[config.mk]
export PLATFORM = sky130hd
export DESIGN_NAME = dmem_arbiter
export DESIGN_NICKNAME = d
export VERILOG_FILES = /design/src/rtl/dmem_pkg.sv /design/src/rtl/dmem_arbiter_rr_arb2.sv /design/src/rtl/dmem_arbiter.sv
export SDC_FILE = /design/constraint.sdc
export NUM_CORES = 1
export LEC_CHECK = 0
export ABC_AREA = 0
export CAP_MARGIN = 20
export CELL_PAD_IN_SITES_DETAIL_PLACEMENT = 1
export CELL_PAD_IN_SITES_GLOBAL_PLACEMENT = 1
export CORE_UTILIZATION = 13
export CTS_CLUSTER_SIZE = 12
export DETAILED_ROUTE_END_ITERATION = 16
export GPL_TIMING_DRIVEN = 0
export PLACE_DENSITY = 0.79
export SLEW_MARGIN = 5
export SYNTH_ARGS = -nofsm -noshare
export SYNTH_HDL_FRONTEND = slang
export SYNTH_SLANG_ARGS = --single-unit
[constraint.sdc]
create_clock -name clk -period 1.9 [get_ports clk]
set_input_delay 0.285 -clock clk [delete_from_list [all_inputs] [get_ports clk]]
set_output_delay 0.285 -clock clk [all_outputs]
set_load 0.005 [all_outputs]
[src/rtl/dmem_pkg.sv]
// Shared definitions for the data-memory arbiter: size codes, port indices,
// FSM state and the registered read tag.
package dmem_pkg;
  localparam logic [2:0] SZ_B  = 3'b000;
  localparam logic [2:0] SZ_H  = 3'b001;
  localparam logic [2:0] SZ_W  = 3'b010;
  localparam logic [2:0] SZ_BU = 3'b100;
  localparam logic [2:0] SZ_HU = 3'b101;

  localparam int PORT_CORE = 0;
  localparam int PORT_DMA  = 1;

  typedef enum logic {ARB, LOCKED} arb_state_t;

  typedef struct packed {
    logic vld;
    logic port;
  } rd_tag_t;
endpackage

[src/rtl/dmem_arbiter_rr_arb2.sv]
// Two-way round-robin grant with a last-winner register; masked ports
// never win, so the caller can exclude a requester for a cycle.
module rr_arb2
  import dmem_pkg::*;
(
  input  logic       clk,
  input  logic       rst,
  input  logic [1:0] req,
  input  logic [1:0] mask,
  output logic [1:0] gnt
);
  logic [1:0] elig;
  logic       last;

  always_comb begin
    elig = req & ~mask;
    if (elig == 2'b11) gnt = last ? 2'b01 : 2'b10;
    else               gnt = elig;
  end

  // Reset to DMA so the core wins the first contention.
  always_ff @(posedge clk) begin
    if (rst)       last <= 1'(PORT_DMA);
    else if (|gnt) last <= gnt[1];
  end
endmodule

[src/rtl/dmem_arbiter.sv]
// Arbitrates the single data-memory port between the core LSU (port 0) and
// the DMA/loader (port 1), with an optional bounded DMA lock.
module dmem_arbiter
  import dmem_pkg::*;
#(
  parameter int ADDR_W   = 32,
  parameter int LOCK_MAX = 16
) (
  input  logic                   clk,
  input  logic                   rst,
  input  logic [1:0]             req_i,
  input  logic [1:0]             we_i,
  input  logic [1:0][ADDR_W-1:0] addr_i,
  input  logic [1:0][2:0]        size_i,
  input  logic [1:0][31:0]       wdata_i,
  input  logic                   lock_i,
  output logic [1:0]             gnt_o,
  output logic [1:0]             rvalid_o,
  output logic [31:0]            rdata_o,
  output logic [ADDR_W-1:0]      mem_addr_o,
  output logic [2:0]             mem_size_o,
  output logic [31:0]            mem_wdata_o,
  output logic                   mem_wen_o,
  input  logic [31:0]            mem_rdata_i
);
  localparam int CW = $clog2(LOCK_MAX + 1);

  arb_state_t    state;
  logic [CW-1:0] lock_cnt;
  rd_tag_t       tag;
  logic [1:0]    mask;
  logic          gp;

  // Reset masks both ports so every output sits at its idle value.
  assign mask = {rst, rst | (state == LOCKED)};

  rr_arb2 u_rr (
    .clk  (clk),
    .rst  (rst),
    .req  (req_i),
    .mask (mask),
    .gnt  (gnt_o)
  );

  assign gp = gnt_o[1];

  always_comb begin
    mem_wen_o   = 1'b0;
    mem_addr_o  = '0;
    mem_size_o  = SZ_W;
    mem_wdata_o = '0;
    if (|gnt_o) begin
      mem_wen_o   = we_i[gp];
      mem_addr_o  = addr_i[gp];
      mem_size_o  = size_i[gp];
      mem_wdata_o = wdata_i[gp];
    end
  end

  always_ff @(posedge clk) begin
    if (rst) begin
      state    <= ARB;
      lock_cnt <= '0;
      tag      <= '0;
    end else begin
      tag.vld  <= (|gnt_o) & ~we_i[gp];
      tag.port <= gp;
      case (state)
        ARB: begin
          if (gnt_o[1] && lock_i && LOCK_MAX > 1) begin
            state    <= LOCKED;
            lock_cnt <= CW'(1);
          end
        end
        LOCKED: begin
          // Exit is registered: the cycle that reaches the limit or sees
          // lock_i low is still exclusive; arbitration resumes next cycle.
          if (!lock_i || lock_cnt == CW'(LOCK_MAX - 1)) begin
            state    <= ARB;
            lock_cnt <= '0;
          end else begin
            lock_cnt <= lock_cnt + CW'(1);
          end
        end
        default: state <= ARB;
      endcase
    end
  end

  assign rvalid_o = (tag.vld && !rst) ? (tag.port ? 2'b10 : 2'b01) : 2'b00;
  assign rdata_o  = (tag.vld && !rst) ? mem_rdata_i : 32'h0;
endmodule
# Word-level counts from Yosys, hierarchy flattened
# Cells that the tools add are included.
# word_totals
regBits	9
output_inout_bits	104
# op_classes
addsub	1
order_cmp	1
n_eq_ne	3
n_mux	23
bitwise_logic	6
reduce_logical	6
# ops
op	count
2-to-1 mux 32 bit	7
2-to-1 mux 5 bit	2
case mux 5 bit (2 select lines)	1
2-to-1 mux 3 bit	3
2-to-1 mux 2 bit	4
adder 5 x 1 -> 5 bit, second input constant	1
== test 5 x 4 -> 1 bit, second input constant	1
2-to-1 mux 1 bit	5
AND 2 bit	1
== test 2 bit, second input constant	1
logical AND 1 bit	2
logical NOT 1 bit	2
< comparator 1 x 2 -> 1 bit, second input constant	1
inequality test 2 bit, second input constant	1
NOT 1 bit	2
NOT 2 bit	1
case mux 1 bit (2 select lines)	1
OR reduction 2 bit	1
AND 1 bit	1
logical OR 1 bit	1
OR 1 bit	1

# Depth between registers and ports, before layout
# Gate-level depths: netlist of the first run.
# depth
ltp_word	9
mapped_depth	7
mapped_depth_nobuf	6

# By module
# Synthesis of the first run repeated with hierarchy kept, for this count alone.
# hier_totals
cells_unflattened	317
hier_area_um2	1654.1
# by_module_without_submodules
mod	n_inst	cells_each	area_per_inst_um2
dmem_arbiter	1	309	1584.0
rr_arb2	1	8	70.1

# Least setup slack after synthesis of the first run
# Ideal clock, no wire load.
# synth_timing
path_kind	register -> register
from	register lock_cnt[0]
to	register lock_cnt[0]
setup_time_ps	74
t_arrival_ps	1608
slack_ps	217
path_stages_with_launch	7
path_buffers	0
path_cell_list	dfxtp_1 -> ha_1 -> and3_1 -> ha_1 -> nand2b_1 -> or3b_2 -> a31oi_1
# synth_between
elab_chain_len	4
elab_cells_between_ends	5
classes_between	add/sub (1); eq/ne (1); mux (2); reduce/logical (1)
# synth_lines
element	line_no	rtl
start: declaration	dmem_arbiter.sv:29	logic [CW-1:0] lock_cnt;
start signal: assignment	dmem_arbiter.sv:82	lock_cnt <= lock_cnt + CW'(1);
branches (longest 2 deep; another with adder 5 x 1 -> 5 bit)	--	
2-to-1 mux 5 bit *	dmem_arbiter.sv:78	if (!lock_i || lock_cnt == CW'(LOCK_MAX - 1)) begin
case mux 5 bit (2 select lines) *	dmem_arbiter.sv:68	case (state)
# Every way passes the cells marked *.
# A chain may end at the register's enable or synchronous reset.

# Worst setup path in the final report of the first run
# layout_timing
from	register state
to	output mem_wdata_o[3]
# layout_between
elab_chain_len	8
elab_cells_between_ends	9
classes_between	eq/ne (1); mux (4); bitwise (3); reduce/logical (1)
# layout_lines
element	line_no	rtl
start: declaration	dmem_arbiter.sv:28	arb_state_t state;
start signal: assignment	dmem_arbiter.sv:62	state <= ARB;
start signal: assignment	dmem_arbiter.sv:71	state <= LOCKED;
start signal: assignment	dmem_arbiter.sv:79	state <= ARB;
OR 1 bit *	dmem_arbiter.sv:35	assign mask = {rst, rst | (state == LOCKED)};
NOT 2 bit *	dmem_arbiter_rr_arb2.sv:16	elig = req & ~mask;
AND 2 bit *	dmem_arbiter_rr_arb2.sv:16	
== test 2 bit	dmem_arbiter_rr_arb2.sv:17	if (elig == 2'b11) gnt = last ? 2'b01 : 2'b10;
2-to-1 mux 2 bit *	dmem_arbiter_rr_arb2.sv:17	
2-to-1 mux 32 bit (implied by the code) (2 in series)	dmem_arbiter.sv:56	mem_wdata_o = wdata_i[gp];
2-to-1 mux 32 bit *	dmem_arbiter.sv:52	if (|gnt_o) begin
end: declaration	dmem_arbiter.sv:22	output logic [31:0] mem_wdata_o,
# Mark *: on every way between the ends. The rest lies on a longest branch, timed or not. The select of a mux whose other input is x is not followed.

==> results of run 1 <==
==> final timing paths <==
kind / from / slack, ps / to
setup reg to reg: lock_cnt[0] / 100 / lock_cnt[0]
hold / removal: rst / 380 / lock_cnt[0]
setup / recovery: state / -40 / mem_wdata_o[3]
hold reg to reg: lock_cnt[3] / 500 / lock_cnt[3]
==> cell families after synthesis <==
logic type,count (synthesis),share of synthesized area
DFF,9,0.0952
and+or+nand+nor,128,0.371
adders and majority gates,2,0.0132
buffers and inverters,45,0.114
AOI/OAI and AO/OA,147,0.406
==> power groups by stage <==
stage	combinational, mW	clock, mW	sequential, mW
after floorplan	0.311	0	0.203
after global placement	0.980	0	0.205
after detailed placement	1.00	0	0.205
after CTS	1.15	0.386	0.201
after global routing	1.26	0.400	0.202
final	1.18	0.382	0.202
==> worst register-to-register path: cells and delay by family (launching register included) <==
family / cells / cell delay (ps)
AO/OA/AOI/OAI: 1 / 160
adder cells (fa/ha/maj): 2 / 410
flip-flops: 1 / 360
AND/OR/NAND/NOR: 3 / 800
==> cell usage after synthesis, types with 3 or more instances <==
| master | n | area share |
|---|---|---|
| and3_1 | 3 | 0.0099 |
| nand2b_1 | 4 | 0.013 |
| dfxtp_1 | 9 | 0.095 |
| o21ai_1 | 10 | 0.026 |
| buf_2 | 13 | 0.034 |
| o21ai_0 | 59 | 0.16 |
| nand3_1 | 69 | 0.18 |
| and3b_1 | 3 | 0.014 |
| nor2b_1 | 4 | 0.013 |
| clkbuf_2 | 4 | 0.011 |
| a21oi_1 | 68 | 0.18 |
| clkbuf_1 | 20 | 0.040 |
| nand2_1 | 5 | 0.0099 |
| inv_1 | 3 | 0.0059 |
| and2_1 | 33 | 0.11 |
| nor2_1 | 4 | 0.0079 |
| buf_4 | 3 | 0.012 |
==> timing repair <==
action	4_1_cts	5_1_grt
hold buffers	0	0
gates resized for setup	401	94
setup buffers	17	4
endpoints found under the setup margin	104	90
pin swaps	57	29
gates cloned	6	2
==> flip-flops by register name (all words and copies together), names as in the netlist <==
register,flops
tag,2
lock_cnt,5
state,1
u_rr.last,1
==> layer usage <==
metal	up-vias	wire length, um	track usage	part of all wire
met5	-	11	0	0.00072
met4	2	203	0.0290	0.013
met3	19	881	0.0335	0.058
met2	143	8220	0.347	0.54
met1	1867	5980	0.204	0.39
li1	1813	-	-	-
==> area by class of cell <==
cell class | instances | area [um2]
clock buffer | 4 | 78.8
buffer | 42 | 435
multi-input combinational | 277 | 1720
fill | 1725 | 8570
timing repair buffer | 301 | 2820
sequential | 9 | 185
tap | 180 | 225
inverter | 3 | 11.3
==> metrics, run 1 <==
switch share 0.333; startpoint class of the critical path register; io pins 277; final setup violating endpoints 7; Max Cap Viol 0; worst setup margin -36.5 ps; utilization after layout 0.389; class of the worst hold path in -> reg; fin area 5470 um2; violated checks negative setup slack; Slew Viols, Final 0; Setup CP Type reg -> out; critical path required time 1620 ps; hold-critical path depth 2; Reg clk slew, reported paths 40 ps; Die Width 123 um; ys async rst share 0; clk_lat worst skew 240 ps; Tmin final 1940 ps; Final Hold Vio Count 0; sequential share of the synthesized area 0.0952; Clock Path Buffers 2; fmax 0.516 GHz; commonest non-fill, non-tap cell in the layout clkdlybuf4s50_1; DP Wirelength 11200 um; first-pass GRT wire length 21000 um; vias in the first global route 3872; kind of cell adding the most delay to the critical path buffers and inverters; Core Rows 43; Post-Layout Cell Count 816; worst-path maximum fanout 8; I/O Buffers 275; cell leakage power 2.65 nW; share of cells above drive strength 1 0.299; core box area 14000 um2; CP Depth 7; slowest stage delay, CP 340 ps; critical path, cell by cell and3b_2, buf_12, clkbuf_8, buf_6, o21ai_1, a21oi_1, buf_2; Post-synth top flop dfxtp_1; Hold Slack 380 ps; Layout Area Growth over Synthesis 189%; clk sinks 9; Int Pwr 1.18 mW; commonest cells after routing, fill and taps aside clkdlybuf4s50_1, buf_2, nand3_1; Routability Congestion 0.890; unrepaired setup endpoints after global routing yes; Layout Skew 3.73 ps; GR Overflow Total 0; Power Density 323 nW/um2; Net count, final 812; GRT Resource Usage Total 0.180; Slew HR 0.757; Setup WS pre-CTS -949 ps; Post-synth EDFFs 0; Buf/Inv on CP 4; flops & latches, synth 9; CP Capture Type output pin; Reg2Reg Depth 6; final wirelength 15300 um; Design Power 1.77 mW; worst slew pin tran 364 ps; outcome finished with violations; n_diodes 0; Max IR drop VDD 0.216 mV; via count 3844; Net Count, Synth 506; syn_area_per_cell 5.72 um2; combinational share of power 0.669; die height 123 um; CP max-delay cell dfxtp_4; DRC 0; post-synthesis instance area 1890 um2; Synth Instances 331; Worst EP arrival 1650 ps; htree depth 1; Routed WL per cell 18.7 um; CTS tree built; YS warnings 0; dpl cell area 4870 um2; initial antenna violation count 1; sw power 0.588 mW; initial DRC count 137; die area 15000 um2; Post-DRT Antenna Nets 0; dpl cells 786; largest net degree at the start of global routing 11; Via density 4.71; sequential share of power 0.114; total negative slack -104 ps; CTS buffer count 3; Starting Density 0.135; clock root cell clkbuf_16; part of the cycle the worst path needs 1.02; Yosys cell types 30; drt first pass iters 4; clock share of power 0.217
No activity file was read; power rests on OpenSTA's default activity.
==> inputs of run 2 (changes only) <==
--- a/config.mk
+++ b/config.mk
@@ -9,12 +9,13 @@
 export CAP_MARGIN = 20
 export CELL_PAD_IN_SITES_DETAIL_PLACEMENT = 1
 export CELL_PAD_IN_SITES_GLOBAL_PLACEMENT = 1
-export CORE_UTILIZATION = 13
+export CORE_UTILIZATION = 11
 export CTS_CLUSTER_SIZE = 12
 export DETAILED_ROUTE_END_ITERATION = 16
-export GPL_TIMING_DRIVEN = 0
-export PLACE_DENSITY = 0.79
+export GPL_TIMING_DRIVEN = 1
+export PLACE_DENSITY = 0.77
 export SLEW_MARGIN = 5
 export SYNTH_ARGS = -nofsm -noshare
 export SYNTH_HDL_FRONTEND = slang
+export SYNTH_HIERARCHICAL = 1
 export SYNTH_SLANG_ARGS = --single-unit
==> run 2 against run 1 <==
The flow still finishes with violations (negative setup slack); clock skew fell by 1.9 ps; die area up 3.2%; utilization up 3.3 points; register-to-register slack is essentially flat; clock power down 3%; synthesized cell count is 4.2% lower; worst hold slack better by 140 ps; count of clock-buffer cells in the layout is the same; critical path type unchanged; critical endpoint is now mem_wdata_o[26]; largest power group unchanged.
==> metrics, run 2 <==
outcome finished with violations (unchanged); violated checks negative setup slack (unchanged); most frequent cell after synthesis nand2_1 (was nand3_1); largest family of logic cells by synthesized area simple AND/OR/NAND/NOR gates (was compound AO/OA/AOI/OAI gates); initial DRC count 77 (was 137); flops & latches, synth 9 (unchanged); ys async rst share 0 (unchanged); worst slew pin tran 281 ps (was 364 ps); Layout Skew 1.88 ps (was 3.73 ps); die area 15500 um2 (was 15000 um2); mux contribution to synthesized area 0 (unchanged); I/O Buffers 276 (was 275); Layout Area Growth over Synthesis 273% (was 189%); Synth top area share 0.306 (was 0.182); Post-DRT Antenna Nets 0 (unchanged); Slew HR 0.812 (was 0.757); critical path, cell by cell or2_4, nand2b_4, nor2_4, buf_12, buf_12, clkbuf_16, nand2_1, o21ai_2, buf_2 (was and3b_2, buf_12, clkbuf_8, buf_6, o21ai_1, a21oi_1, buf_2); Die Width 125 um (was 123 um); unrepaired setup endpoints after global routing yes (unchanged); io pins 277 (unchanged); initial antenna violation count 0 (was 1); max reg flops 5 (unchanged); commonest non-fill, non-tap cell in the layout clkdlybuf4s50_1 (unchanged); biggest regs lock_cnt x5, tag x2 (unchanged); Net count, final 843 (was 812); commonest cells after routing, fill and taps aside clkdlybuf4s50_1, buf_2, nand2_1 (was clkdlybuf4s50_1, buf_2, nand3_1); Post-Layout Cell Count 851 (was 816); htree depth 1 (unchanged); DRC 0 (unchanged); Area contributors post-synth nand2_1, o21ai_1, and2_1 (was nand3_1, a21oi_1, o21ai_0); Final Hold Vio Count 0 (unchanged); Tmin final 2140 ps (was 1940 ps); die height 125 um (was 123 um); CP Capture Type output pin (unchanged); final wirelength 14200 um (was 15300 um); Routability Congestion 0.796 (was 0.890); syn_area_per_cell 5.22 um2 (was 5.72 um2); GR Overflow Total 0 (unchanged); Post-Synth XOR/XNOR Area 0 (unchanged); Max Cap Viol 0 (unchanged); Yosys cell types 28 (was 30); sequential share of the synthesized area 0.109 (was 0.0952); fmax 0.466 GHz (was 0.516 GHz); startpoint class of the critical path register (unchanged); via count 3651 (was 3844); clk sinks 9 (unchanged); share of cells above drive strength 1 0.501 (was 0.299); post-synth top area cell nand2_1 (was nand3_1); Core Rows 44 (was 43); Via density 4.29 (was 4.71); complex-gate fraction of the synthesized area 0.275 (was 0.406); drt first pass iters 3 (was 4); worst setup margin -245 ps (was -36.5 ps); cell leakage power 2.91 nW (was 2.65 nW); simple-gate share of the synthesized area 0.511 (was 0.371); clk_lat worst skew 230 ps (was 240 ps); Starting Density 0.113 (was 0.135); Clock Path Buffers 2 (unchanged); total negative slack -11370 ps (was -104 ps); YS warnings 6 (was 0); vias in the first global route 4043 (was 3872); most flop-heavy register lock_cnt (unchanged); Power Density 298 nW/um2 (was 323 nW/um2); largest net degree at the start of global routing 18 (was 11); worst-path maximum fanout 5 (was 8); CP max-delay cell dfxtp_2 (was dfxtp_4); slowest stage delay, CP 310 ps (was 340 ps); post-synthesis instance area 1650 um2 (was 1890 um2); CTS buffer count 3 (unchanged); Post-synth top flop dfxtp_1 (unchanged); Max IR drop VDD 0.218 mV (was 0.216 mV); Post-synth EDFFs 0 (unchanged); part of the cycle the worst path needs 1.13 (was 1.02); core box area 14600 um2 (was 14000 um2); Synth Instances 317 (was 331); first-pass GRT wire length 20700 um (was 21000 um); GRT Resource Usage Total 0.166 (was 0.180); area share of fa/ha/maj cells after synthesis 0.0151 (was 0.0132); final setup violating endpoints 69 (was 7); clock root cell clkbuf_16 (unchanged); Reg clk slew, reported paths 40 ps (about the same); n_diodes 0 (unchanged); critical path required time 1620 ps (about the same); cell mode on critical path buf_12; Worst EP arrival 1860 ps (was 1650 ps); Slew Viols, Final 0 (unchanged); DP Wirelength 9070 um (was 11200 um); Setup CP Type reg -> out (unchanged); Net Count, Synth 492 (was 506); Commonest cells post-synth nand2_1, o21ai_1, and2_1 (was nand3_1, a21oi_1, o21ai_0); dpl cells 780 (was 786); class of the worst hold path reg -> reg (was in -> reg); Routed WL per cell 16.6 um (was 18.7 um); CTS tree built (unchanged)
run 2: changes by cell type in the layout (fill, tap and decap cells not counted), sizes merged, moves of 3 or more:
| cell | before | now |
|---|---|---|
| nor2 | 4 | 7 |
| dlymetal6s2s | 27 | 0 |
| nand3 | 69 | 1 |
| nand2 | 5 | 135 |
| a21oi | 68 | 5 |
| buf | 110 | 177 |
| clkdlybuf4s50 | 177 | 169 |
| clkbuf | 29 | 17 |
| dlygate4sd2 | 1 | 16 |
run 2: worst paths after layout:
path                from  cells after the start               to  slack, ps
max                state                      9  mem_wdata_o[26]       -240
min          lock_cnt[4]                      2      lock_cnt[4]        520
max reg2reg        state                      9      lock_cnt[3]        110
min reg2reg  lock_cnt[4]                      2      lock_cnt[4]        520
run 2: final cells by class:
| class | count | area [um2] |
|---|---|---|
| flip-flops and latches | 9 | 181 |
| multi-input cells | 274 | 1910 |
| repair buffers | 375 | 3750 |
| inverters | 5 | 18.8 |
| clock buffers | 4 | 78.8 |
| well taps | 184 | 230 |
| fillers | 1742 | 8420 |
run 2: worst max-delay path: cells and delay by family, from the launching register on:
family / cells / cell delay, ps
AO/OA/AOI/OAI: 1 / 100
AND/OR/NAND/NOR: 4 / 650
buffers and inverters: 4 / 550
flip-flops: 1 / 310
run 2: per-stage QoR:
stage                     cell area (um2)  worst slack [ps]  total power [mW]  utilization  hold WS [ps]
after floorplan                      1670             -12.7             0.427            -           379
after global placement               4870              -857              1.12        0.334           480
after detailed placement             4870              -890              1.14        0.334           509
after CTS                            5680              -265              1.72        0.389           530
after global routing                 6170              -309              1.94        0.423           540
final                                6170              -245              1.84        0.423           516
run 2: routing by layer:
layer | wire length, um | vias up | share of wire | track usage
met4 | 313 | 0 | 0.022 | 0.0291
met5 | 0 | - | 0 | 0
met1 | 5010 | 1693 | 0.35 | 0.165
met3 | 1120 | 18 | 0.079 | 0.0455
li1 | - | 1738 | - | -
met2 | 7710 | 202 | 0.54 | 0.338
run 2: timing repair:
action	in CTS	in global routing
setup buffers	46	8
pin swaps	17	58
cloned	17	6
resized for setup	487	141
hold buffers	0	0
endpoints found under the setup margin	106	82
run 2: cells by family after synthesis:
kind of cell / count (synthesis)
fa+ha+maj: 2
buf+inv: 34
flops: 9
simple gates: 190
compound gates: 82
run 2: power breakdown:
part | total [mW] | switching, mW | internal, mW
sequential | 0.200 | 0.00450 | 0.196
clock | 0.371 | 0.0908 | 0.280
combinational | 1.27 | 0.472 | 0.796
total | 1.84 | 0.568 | 1.27
